**config.mk**
```make
export PLATFORM = sky130hd
export DESIGN_NAME = pwm_dac
export DESIGN_NICKNAME = d
export VERILOG_FILES = /design/src/rtl/pwm_dac.sv
export SDC_FILE = /design/constraint.sdc
export NUM_CORES = 1
export LEC_CHECK = 0
export ABC_CLOCK_PERIOD_IN_PS = 2900
export BUFFER_PORTS_ARGS = -buffer_cell sky130_fd_sc_hd__buf_2
export CORE_ASPECT_RATIO = 1.5
export CORE_MARGIN = 1
export CORE_UTILIZATION = 52
export CTS_BUF_LIST = sky130_fd_sc_hd__clkbuf_16
export DETAILED_ROUTE_END_ITERATION = 12
export PLACE_DENSITY = 0.76
export SLEW_MARGIN = 15
export SYNTH_ARGS = -nofsm -noshare
export SYNTH_HDL_FRONTEND = slang
export SYNTH_SLANG_ARGS = --single-unit
```
**constraint.sdc**
```tcl
create_clock -name clk -period 2.9 [get_ports clk]
set_input_delay 0.29 -clock clk [delete_from_list [all_inputs] [get_ports clk]]
set_output_delay 0.29 -clock clk [all_outputs]
set_load 0.05 [all_outputs]
```
**src/rtl/pwm_dac.sv**
```systemverilog
// pwm_dac: CPU-loaded sample FIFO feeding an 8-bit PWM generator.
// Each PWM period is 256 phase steps, and each phase step lasts P+1 clocks.
// At every period boundary the next duty value is popped from the FIFO.
// An external RC filter on pwm_out turns the pulse train into an analog level.
//
// Register map, selected by sel (taken from address[3:2]):
//   0 DATA   : a write pushes writeData[7:0]; a read returns 0
//   1 CTRL   : bit0 enable, bits[15:8] prescale P
//   2 STATUS : bit0 empty, bit1 full, bit2 underrun, bit3 overflow, bits[15:8] count
//              writing 1 to bit2 clears underrun; writing 1 to bit3 clears overflow
//   3 CUR    : the active duty value in bits[7:0]
module pwm_dac #(
  parameter int DEPTH = 8
) (
  input  logic        clk,
  input  logic        reset,
  input  logic        we,
  input  logic [1:0]  sel,
  input  logic [31:0] writeData,
  output logic [31:0] readData,
  output logic        pwm_out,
  output logic        fifo_low
);

  localparam int AW = $clog2(DEPTH);
  localparam logic [AW:0] FULL_COUNT = (AW+1)'(DEPTH);
  localparam logic [AW:0] LOW_COUNT  = (AW+1)'(DEPTH / 4);

  localparam logic [1:0] SEL_DATA   = 2'd0;
  localparam logic [1:0] SEL_CTRL   = 2'd1;
  localparam logic [1:0] SEL_STATUS = 2'd2;
  localparam logic [1:0] SEL_CUR    = 2'd3;

  logic [7:0]    mem [DEPTH];
  logic [AW-1:0] wr_ptr;
  logic [AW-1:0] rd_ptr;
  logic [AW:0]   count;

  logic       enable;
  logic [7:0] prescale;
  logic [7:0] pre_cnt;
  logic [7:0] phase;
  logic [7:0] duty;
  logic       underrun;
  logic       overflow;

  logic empty;
  logic full;
  logic tick;
  logic boundary;
  logic push_req;
  logic push_ok;
  logic pop;
  logic underrun_set;
  logic overflow_set;
  logic unused_write_bits;

  assign empty    = (count == '0);
  assign full     = (count == FULL_COUNT);
  assign fifo_low = (count <= LOW_COUNT);

  // The tick is the last prescale cycle. If the counter is already past a
  // newly written P, it never equals P, so it runs on to its 8-bit wrap
  // without producing a tick.
  assign tick     = enable && (pre_cnt == prescale);
  assign boundary = tick && (phase == 8'hFF);

  // A boundary pop on an empty FIFO is skipped. A push in the same cycle as
  // that boundary counts as a delivered sample, so no underrun is flagged.
  // A push into a full FIFO is accepted only when a pop frees a slot in the
  // same cycle.
  assign push_req     = we && (sel == SEL_DATA);
  assign pop          = boundary && !empty;
  assign push_ok      = push_req && (!full || pop);
  assign underrun_set = boundary && empty && !push_req;
  assign overflow_set = push_req && full && !pop;

  assign unused_write_bits = ^writeData[31:16];

  // Register read mux (combinational)
  always_comb begin
    readData = '0;
    case (sel)
      SEL_DATA:   readData = '0;
      SEL_CTRL:   readData = {16'b0, prescale, 7'b0, enable};
      SEL_STATUS: readData = {16'b0, 8'(count), 4'b0, overflow, underrun, full, empty};
      SEL_CUR:    readData = {24'b0, duty};
      default:    readData = '0;
    endcase
  end

  // Sample storage (no reset needed, since occupancy is tracked by count)
  always_ff @(posedge clk) begin
    if (!reset && push_ok) begin
      mem[wr_ptr] <= writeData[7:0];
    end
  end

  // FIFO pointers and occupancy count
  always_ff @(posedge clk) begin
    if (reset) begin
      wr_ptr <= '0;
      rd_ptr <= '0;
      count  <= '0;
    end else begin
      if (push_ok) wr_ptr <= wr_ptr + 1'b1;
      if (pop)     rd_ptr <= rd_ptr + 1'b1;
      case ({push_ok, pop})
        2'b10:   count <= count + 1'b1;
        2'b01:   count <= count - 1'b1;
        default: count <= count;
      endcase
    end
  end

  // Control register and sticky status flags; a new event wins over a clear
  // in the same cycle
  always_ff @(posedge clk) begin
    if (reset) begin
      enable   <= 1'b0;
      prescale <= '0;
      underrun <= 1'b0;
      overflow <= 1'b0;
    end else begin
      if (we && sel == SEL_CTRL) begin
        enable   <= writeData[0];
        prescale <= writeData[15:8];
      end
      if (underrun_set) underrun <= 1'b1;
      else if (we && sel == SEL_STATUS && writeData[2]) underrun <= 1'b0;
      if (overflow_set) overflow <= 1'b1;
      else if (we && sel == SEL_STATUS && writeData[3]) overflow <= 1'b0;
    end
  end

  // Prescale and phase counters, held at zero while disabled so that
  // re-enabling always starts a fresh period
  always_ff @(posedge clk) begin
    if (reset || !enable) begin
      pre_cnt <= '0;
      phase   <= '0;
    end else begin
      pre_cnt <= tick ? 8'd0 : pre_cnt + 8'd1;
      if (tick) phase <= phase + 8'd1;
    end
  end

  // Active duty, reloaded from the FIFO head at each period boundary
  always_ff @(posedge clk) begin
    if (reset)    duty <= '0;
    else if (pop) duty <= mem[rd_ptr];
  end

  // Registered PWM comparator
  always_ff @(posedge clk) begin
    if (reset) pwm_out <= 1'b0;
    else       pwm_out <= enable && (phase < duty);
  end

endmodule

```
# ---- Word level (Yosys, flattened, before mapping)
# Memories as Yosys holds them, arrays and structs flattened. A register that Yosys moved wholly into a read port is not among the register bits.
# Index checks and enable logic that the tools add are counted.
dict set report word_totals {
  output_inout_bits 34
  word_cells 64
  ramBits 64
  memories 1
  inputBits 37
  ff_bits 38
}
dict set report op_classes {
  n_mux 8
  n_addsub 6
  reduce_logical 29
  n_eq_ne 8
  n_lt_le_gt_ge 2
}
# name words word_bits read_ports rd_clocked_by_memory_dff wr line_no
set memory_table {}
lappend memory_table {mem 8 8 1 1 1 34} ;# logic [7:0] mem [DEPTH];
# op n
set op_table {}
lappend op_table {{$pmux 32 s4} 1}
lappend op_table {{$add 8x1->8 const B} 2}
lappend op_table {{$logic_and 1x1->1} 15}
lappend op_table {{$eq 8x8->1} 1}
lappend op_table {{$eq 8x8->1 const B} 1}
lappend op_table {{$lt 8x8->1} 1}
lappend op_table {{$pmux 4 s2} 1}
lappend op_table {{$add 3x1->3 const B} 2}
lappend op_table {{$eq 2x2->1 const B} 3}
lappend op_table {{$logic_not 1->1} 6}
lappend op_table {{$mux 1} 6}
lappend op_table {{$reduce_bool 2->1} 3}
lappend op_table {{$add 4x1->4 const B} 1}
lappend op_table {{$eq 2x1->1 const B} 2}
lappend op_table {{$eq 4x4->1 const B} 1}
lappend op_table {{$le 4x2->1 const B} 1}
lappend op_table {{$logic_not 4->1} 1}
lappend op_table {{$sub 4x1->4 const B} 1}
lappend op_table {{$logic_not 2->1} 1}
lappend op_table {{$logic_or 1x1->1} 2}
lappend op_table {{$reduce_or 2->1} 1}

# ---- Depth between registers and ports, before layout
dict set report depth {
  word_depth 9
  mapped_depth 13
  ltp_nobuf 13
}

# ---- Worst setup path before layout
# OpenSTA, ideal clock, no wires.
dict set report synth_path {
  path_kind {register to register}
  start {register pre_cnt[0]}
  end {register count[3]}
  arrival_time_ns 2.657
  slack_ns 0.173
  stages_incl_launch_ff 13
  setup_time_ns 0.070
  t_required_ns 2.830
  n_path_buf 0
  synth_period_minus_slack_ns 2.727
  cell_sequence {dfxtp_1 > xnor2_2 > nand4_4 > nor4_4 > o21a_4 > inv_4 > ha_1 > ha_1 > a21o_1 > a21oi_1 > xnor2_1 > or3_1 > a21oi_1}
}
dict set report synth_between {
  elab_chain_len 8
  word_cells_on_any_way 10
  classes_between {eq/ne (3); mux (1); reduce/logical (6)}
}
# element line_no
set synth_rtl {}
lappend synth_rtl {{from (decl)} 41} ;# logic [7:0] pre_cnt;
lappend synth_rtl {{from (signal assigned)} 143} ;# pre_cnt <= tick ? 8'd0 : pre_cnt + 8'd1;
lappend synth_rtl {{$eq 8x8->1 *} 65} ;# assign tick = enable && (pre_cnt == prescale);
lappend synth_rtl {{$logic_and 1x1->1 *} 65}
lappend synth_rtl {{$logic_and 1x1->1 *} 66} ;# assign boundary = tick && (phase == 8'hFF);
lappend synth_rtl {{$logic_and 1x1->1 *} 73} ;# assign pop = boundary && !empty;
lappend synth_rtl {{$logic_or 1x1->1} 74} ;# assign push_ok = push_req && (!full || pop);
lappend synth_rtl {{$logic_and 1x1->1} 74}
lappend synth_rtl {{$eq 2x1->1 / $eq 2x2->1 (equally long branches)} 108} ;# case ({push_ok, pop})
lappend synth_rtl {{$pmux 4 s2 / $reduce_bool 2->1 (equally long branches)} --}
lappend synth_rtl {{to (signal assigned)} 109} ;# 2'b10: count <= count + 1'b1;
lappend synth_rtl {{to (signal assigned)} 110} ;# 2'b01: count <= count - 1'b1;
lappend synth_rtl {{to (signal assigned)} 111} ;# default: count <= count;
lappend synth_rtl {{to (decl)} 37} ;# logic [AW:0] count;
# Every way passes the cells marked *; elsewhere a longest branch is shown, timed or not.
# A chain may end at the register's enable or synchronous reset.

# ---- Worst setup path after layout
dict set report layout_path {
  start {register phase[0]}
  end {register count[3]}
}
dict set report layout_between {
  elab_chain_len 7
  word_cells_on_any_way 9
  classes_between {eq/ne (3); mux (1); reduce/logical (5)}
}
# element line_no
set layout_rtl {}
lappend layout_rtl {{from (decl)} 42} ;# logic [7:0] phase;
lappend layout_rtl {{from (signal assigned)} 144} ;# if (tick) phase <= phase + 8'd1;
lappend layout_rtl {{$eq 8x8->1 *} 66}
lappend layout_rtl {{$logic_and 1x1->1 *} 66}
lappend layout_rtl {{$logic_and 1x1->1 *} 73}
lappend layout_rtl {{named net pop} 53} ;# logic pop;
lappend layout_rtl {{$logic_or 1x1->1} 74}
lappend layout_rtl {{$logic_and 1x1->1} 74}
lappend layout_rtl {{$eq 2x1->1 / $eq 2x2->1 (equally long branches)} 108}
lappend layout_rtl {{$pmux 4 s2 / $reduce_bool 2->1 (equally long branches)} --}
# Mark *: on every way through the listed nets, which the timed path passes. The rest lies on a longest branch.

==> impl_results.md <==
* Layout Cells excl Fill at 588
* Average vias per placed instance at 5.63
* Status: finished, final reports clean
* Cell mode on critical path: ha_1
* Clk slew on worst S/H paths at 0.08 ns
* Initial antenna violation count at 0
* First-pass GRT wire length at 16.2 mm
* Leading cell type in the layout, fill and taps excluded: edfxtp_1
* Peak VDD IR at 451 uV
* DIE AREA at 0.0104 mm2
* Layout cells sized above 1 at 28.3%
* Post-synth ARST share at 0%
* Routed wire length at 10.0 mm
* Crit-path max cell delay at 0.36 ns
* Max-slew violations at 0
* Residual DRC count at 0
* CP required at 3.19 ns
* Final HPWL DP at roughly 7 mm
* CP Launch Type: register
* Yosys reg bits at 110
* CP top delay family: simple AND/OR/NAND/NOR gates
* Drt first pass iters at 4
* Period minus WS final at around 2.8 ns
* Post-Place Cells at 570
* Final core occ at 61.0%
* Pwr/cell area at 526 mW/mm2
* Num CTS Buffers at 9
* Clock tree buffer depth at 2
* Layout area overhead at 14.3%
* # clock sinks at 110
* Mapped Cells at 410
* CP endpoint kind: register
* Final antenna-violating net count at 0
* Final Hold Vio Count at 0
* Most used flip-flop cell after synthesis: edfxtp_1
* Synth warn at 0
* CP max FO at 4
* CP arrival at just over 3 ns
* Die Y at 124 um
* IO buf count at 38
* Worst Hold Class: in2reg
* Die W at 83.4 um
* # hold bufs at CTS at 0
* Max-Cap Viols at 0
* Vias in the first global route at 3,302
* Ports at 71
* Setup Skew at 0.0110 ns
* Clock Root Buffer: clkbuf_16
* Worst relative slew slack at between 40% and 50%
* Slowest stage cell on the critical path: dfxtp_2
* Max Freq at between 0.3 and 0.4 GHz
* Starting Density at 53.4%
* Critical Path, Cell by Cell: ha_1 > and2_4 > nand3_2 > nor4_4 > buf_4 > and2_1 > ha_2 > ha_1 > a21o_1 > a21oi_2 > xnor2_1 > or3_1 > a21oi_1
* # fillers at 748
* Congestion Overflow GR at 0
* Leakage power at between 0.002 and 0.0025 uW
* Final setup vio count at 0
* Std cell rows at 44
* Largest net degree at the start of global routing at 24
* RD Place Congestion at 0.798
* Iteration-0 DRC count of the detailed router at around 160
* Via count at roughly 3,300
* Nets at 520
* Core Area at between 0.009 and 0.01 mm2
* Commonest non-fill, non-tap cells in the layout: 64 x edfxtp_1, 43 x dfxtp_1, 38 x buf_2
* Htree depth at 3
* All-Layer GR Usage at about a fifth
* Clk_lat worst skew at 0.36 ns
* Setup CP Type: reg2reg
* Diodes inserted at 0
* Drt wl/cell at 17.0 um
* Period utilization at between 90% and 100%
* Synthesized area per cell at 12.6 um2
* WP buf/inv at 1
* EDFF count, synth at 64
* Sequential fraction of the synthesis area at 55.0%
* CTS tree: yes
* Pwr Total at 3110 uW
* Slew @ Worst Pin at 0.843 ns
* Cell variety after synth at 54
* Setup ws final at 0.146 ns
* DP Worst Slack at 0.0925 ns
* Syn Std Cell Area at 0.00517 mm2
[logic make-up after synthesis]
| logic type | Yosys count | share of synthesized area [%] |
|---|---|---|
| multiplexers | 38 | 11.5 |
| other | 1 | 0.0725 |
| XOR/XNOR | 21 | 4.14 |
| buffers and inverters | 47 | 4.89 |
| adder cells (fa/ha/maj) | 15 | 3.77 |
| AND/OR/NAND/NOR | 135 | 15.3 |
| AO/OA/AOI/OAI | 43 | 5.40 |
| flip-flops | 110 | 55.0 |
[Yosys cell counts, types with 2 or more instances]
master / number / share of area [%]
nor4_2: 2 / 0.48
o211ai_1: 2 / 0.29
xnor2_1: 9 / 1.5
buf_1: 8 / 0.58
a21o_1: 3 / 0.44
and4_1: 2 / 0.34
edfxtp_1: 64 / 37
buf_4: 17 / 2.5
clkbuf_1: 7 / 0.51
xor2_1: 8 / 1.4
and2_1: 8 / 0.97
a22o_1: 5 / 0.85
buf_2: 2 / 0.19
ha_1: 14 / 3.4
nor4_4: 2 / 0.82
a21oi_1: 22 / 2.1
nor2b_1: 7 / 0.85
mux2i_1: 12 / 2.3
nand2_1: 25 / 1.8
mux2_2: 9 / 2.0
o21ai_0: 3 / 0.29
dfxtp_1: 46 / 18
nand2b_1: 6 / 0.73
mux4_2: 16 / 7.0
nand3_1: 22 / 2.1
o31ai_1: 3 / 0.44
nor2_1: 31 / 2.3
or4_1: 5 / 0.73
nor3_1: 4 / 0.39
inv_1: 11 / 0.80
xnor2_2: 4 / 1.3
nand4_1: 2 / 0.24
and3_1: 8 / 0.97
[path summary, 6_finish.rpt]
path                                    start          end  slack, ns  depth (start not counted)
worst min register to register       underrun     underrun       0.48                          2
worst max register to register       phase[0]     count[3]       0.15                         13
worst max-delay path                 phase[0]     count[3]       0.15                         13
worst min-delay path            writeData[14]  prescale[6]       0.18                          3
[flip-flops by register name, summed over array words and instances (netlist names)]
signal and cells:
prescale 8, pre_cnt 8, overflow 1, duty 8, mem 64, underrun 1
rd_ptr 3, phase 8, enable 1, wr_ptr 3, count 4, pwm_out 1
[report_power, final]
group	switching [uW]	internal (uW)
Clock	636	628
Combinational	130	50.1
Sequential	10.3	1660
[per-stage QoR]
| step | hold slack, ns | TNS, ns | area [um2] |
|---|---|---|---|
| 2_1_floorplan | 0.389 | 0 | 5230 |
| 3_3_place_gp | 0.454 | 0 | 5560 |
| 3_5_place_dp | 0.451 | 0 | 5560 |
| 4_1_cts | 0.179 | 0 | 5870 |
| 5_1_grt | 0.194 | -0.00657 | 5910 |
| 6_report | 0.184 | 0 | 5910 |
[worst register-to-register path, delay by kind of cell (launching register included)]
| family | cells | cell delay, ns |
|---|---|---|
| AND/OR/NAND/NOR | 5 | 1.02 |
| adder cells (fa/ha/maj) | 3 | 0.59 |
| AO/OA/AOI/OAI | 3 | 0.46 |
| flip-flops | 1 | 0.36 |
| buffers and inverters | 1 | 0.17 |
| XOR/XNOR | 1 | 0.08 |
[layout make-up]
cell class / count / area [um2] / share of cell area (%)
Multi-Input combinational cell: 268 / 2150 / 36.4
Clock inverter: 7 / 88.8 / 1.50
Sequential cell: 110 / 2850 / 48.2
Inverter: 12 / 47.5 / 0.805
Clock buffer: 9 / 225 / 3.81
Tap cell: 115 / 144 / 2.44
Timing Repair Buffer: 67 / 408 / 6.90
[layer usage]
layer	GRT usage, %	vias to the layer above	wire (um)
met3	4.64	13	380
met4	6.99	0	163
met2	39.1	79	5380
met5	0	-	0
met1	23.0	1628	4090
li1	-	1589	-
[timing repair]
action	CTS	global route
setup endpoints to repair	0	1
resized for setup	0	8
setup buffers	0	2
Power figures use the tool's default switching activity.
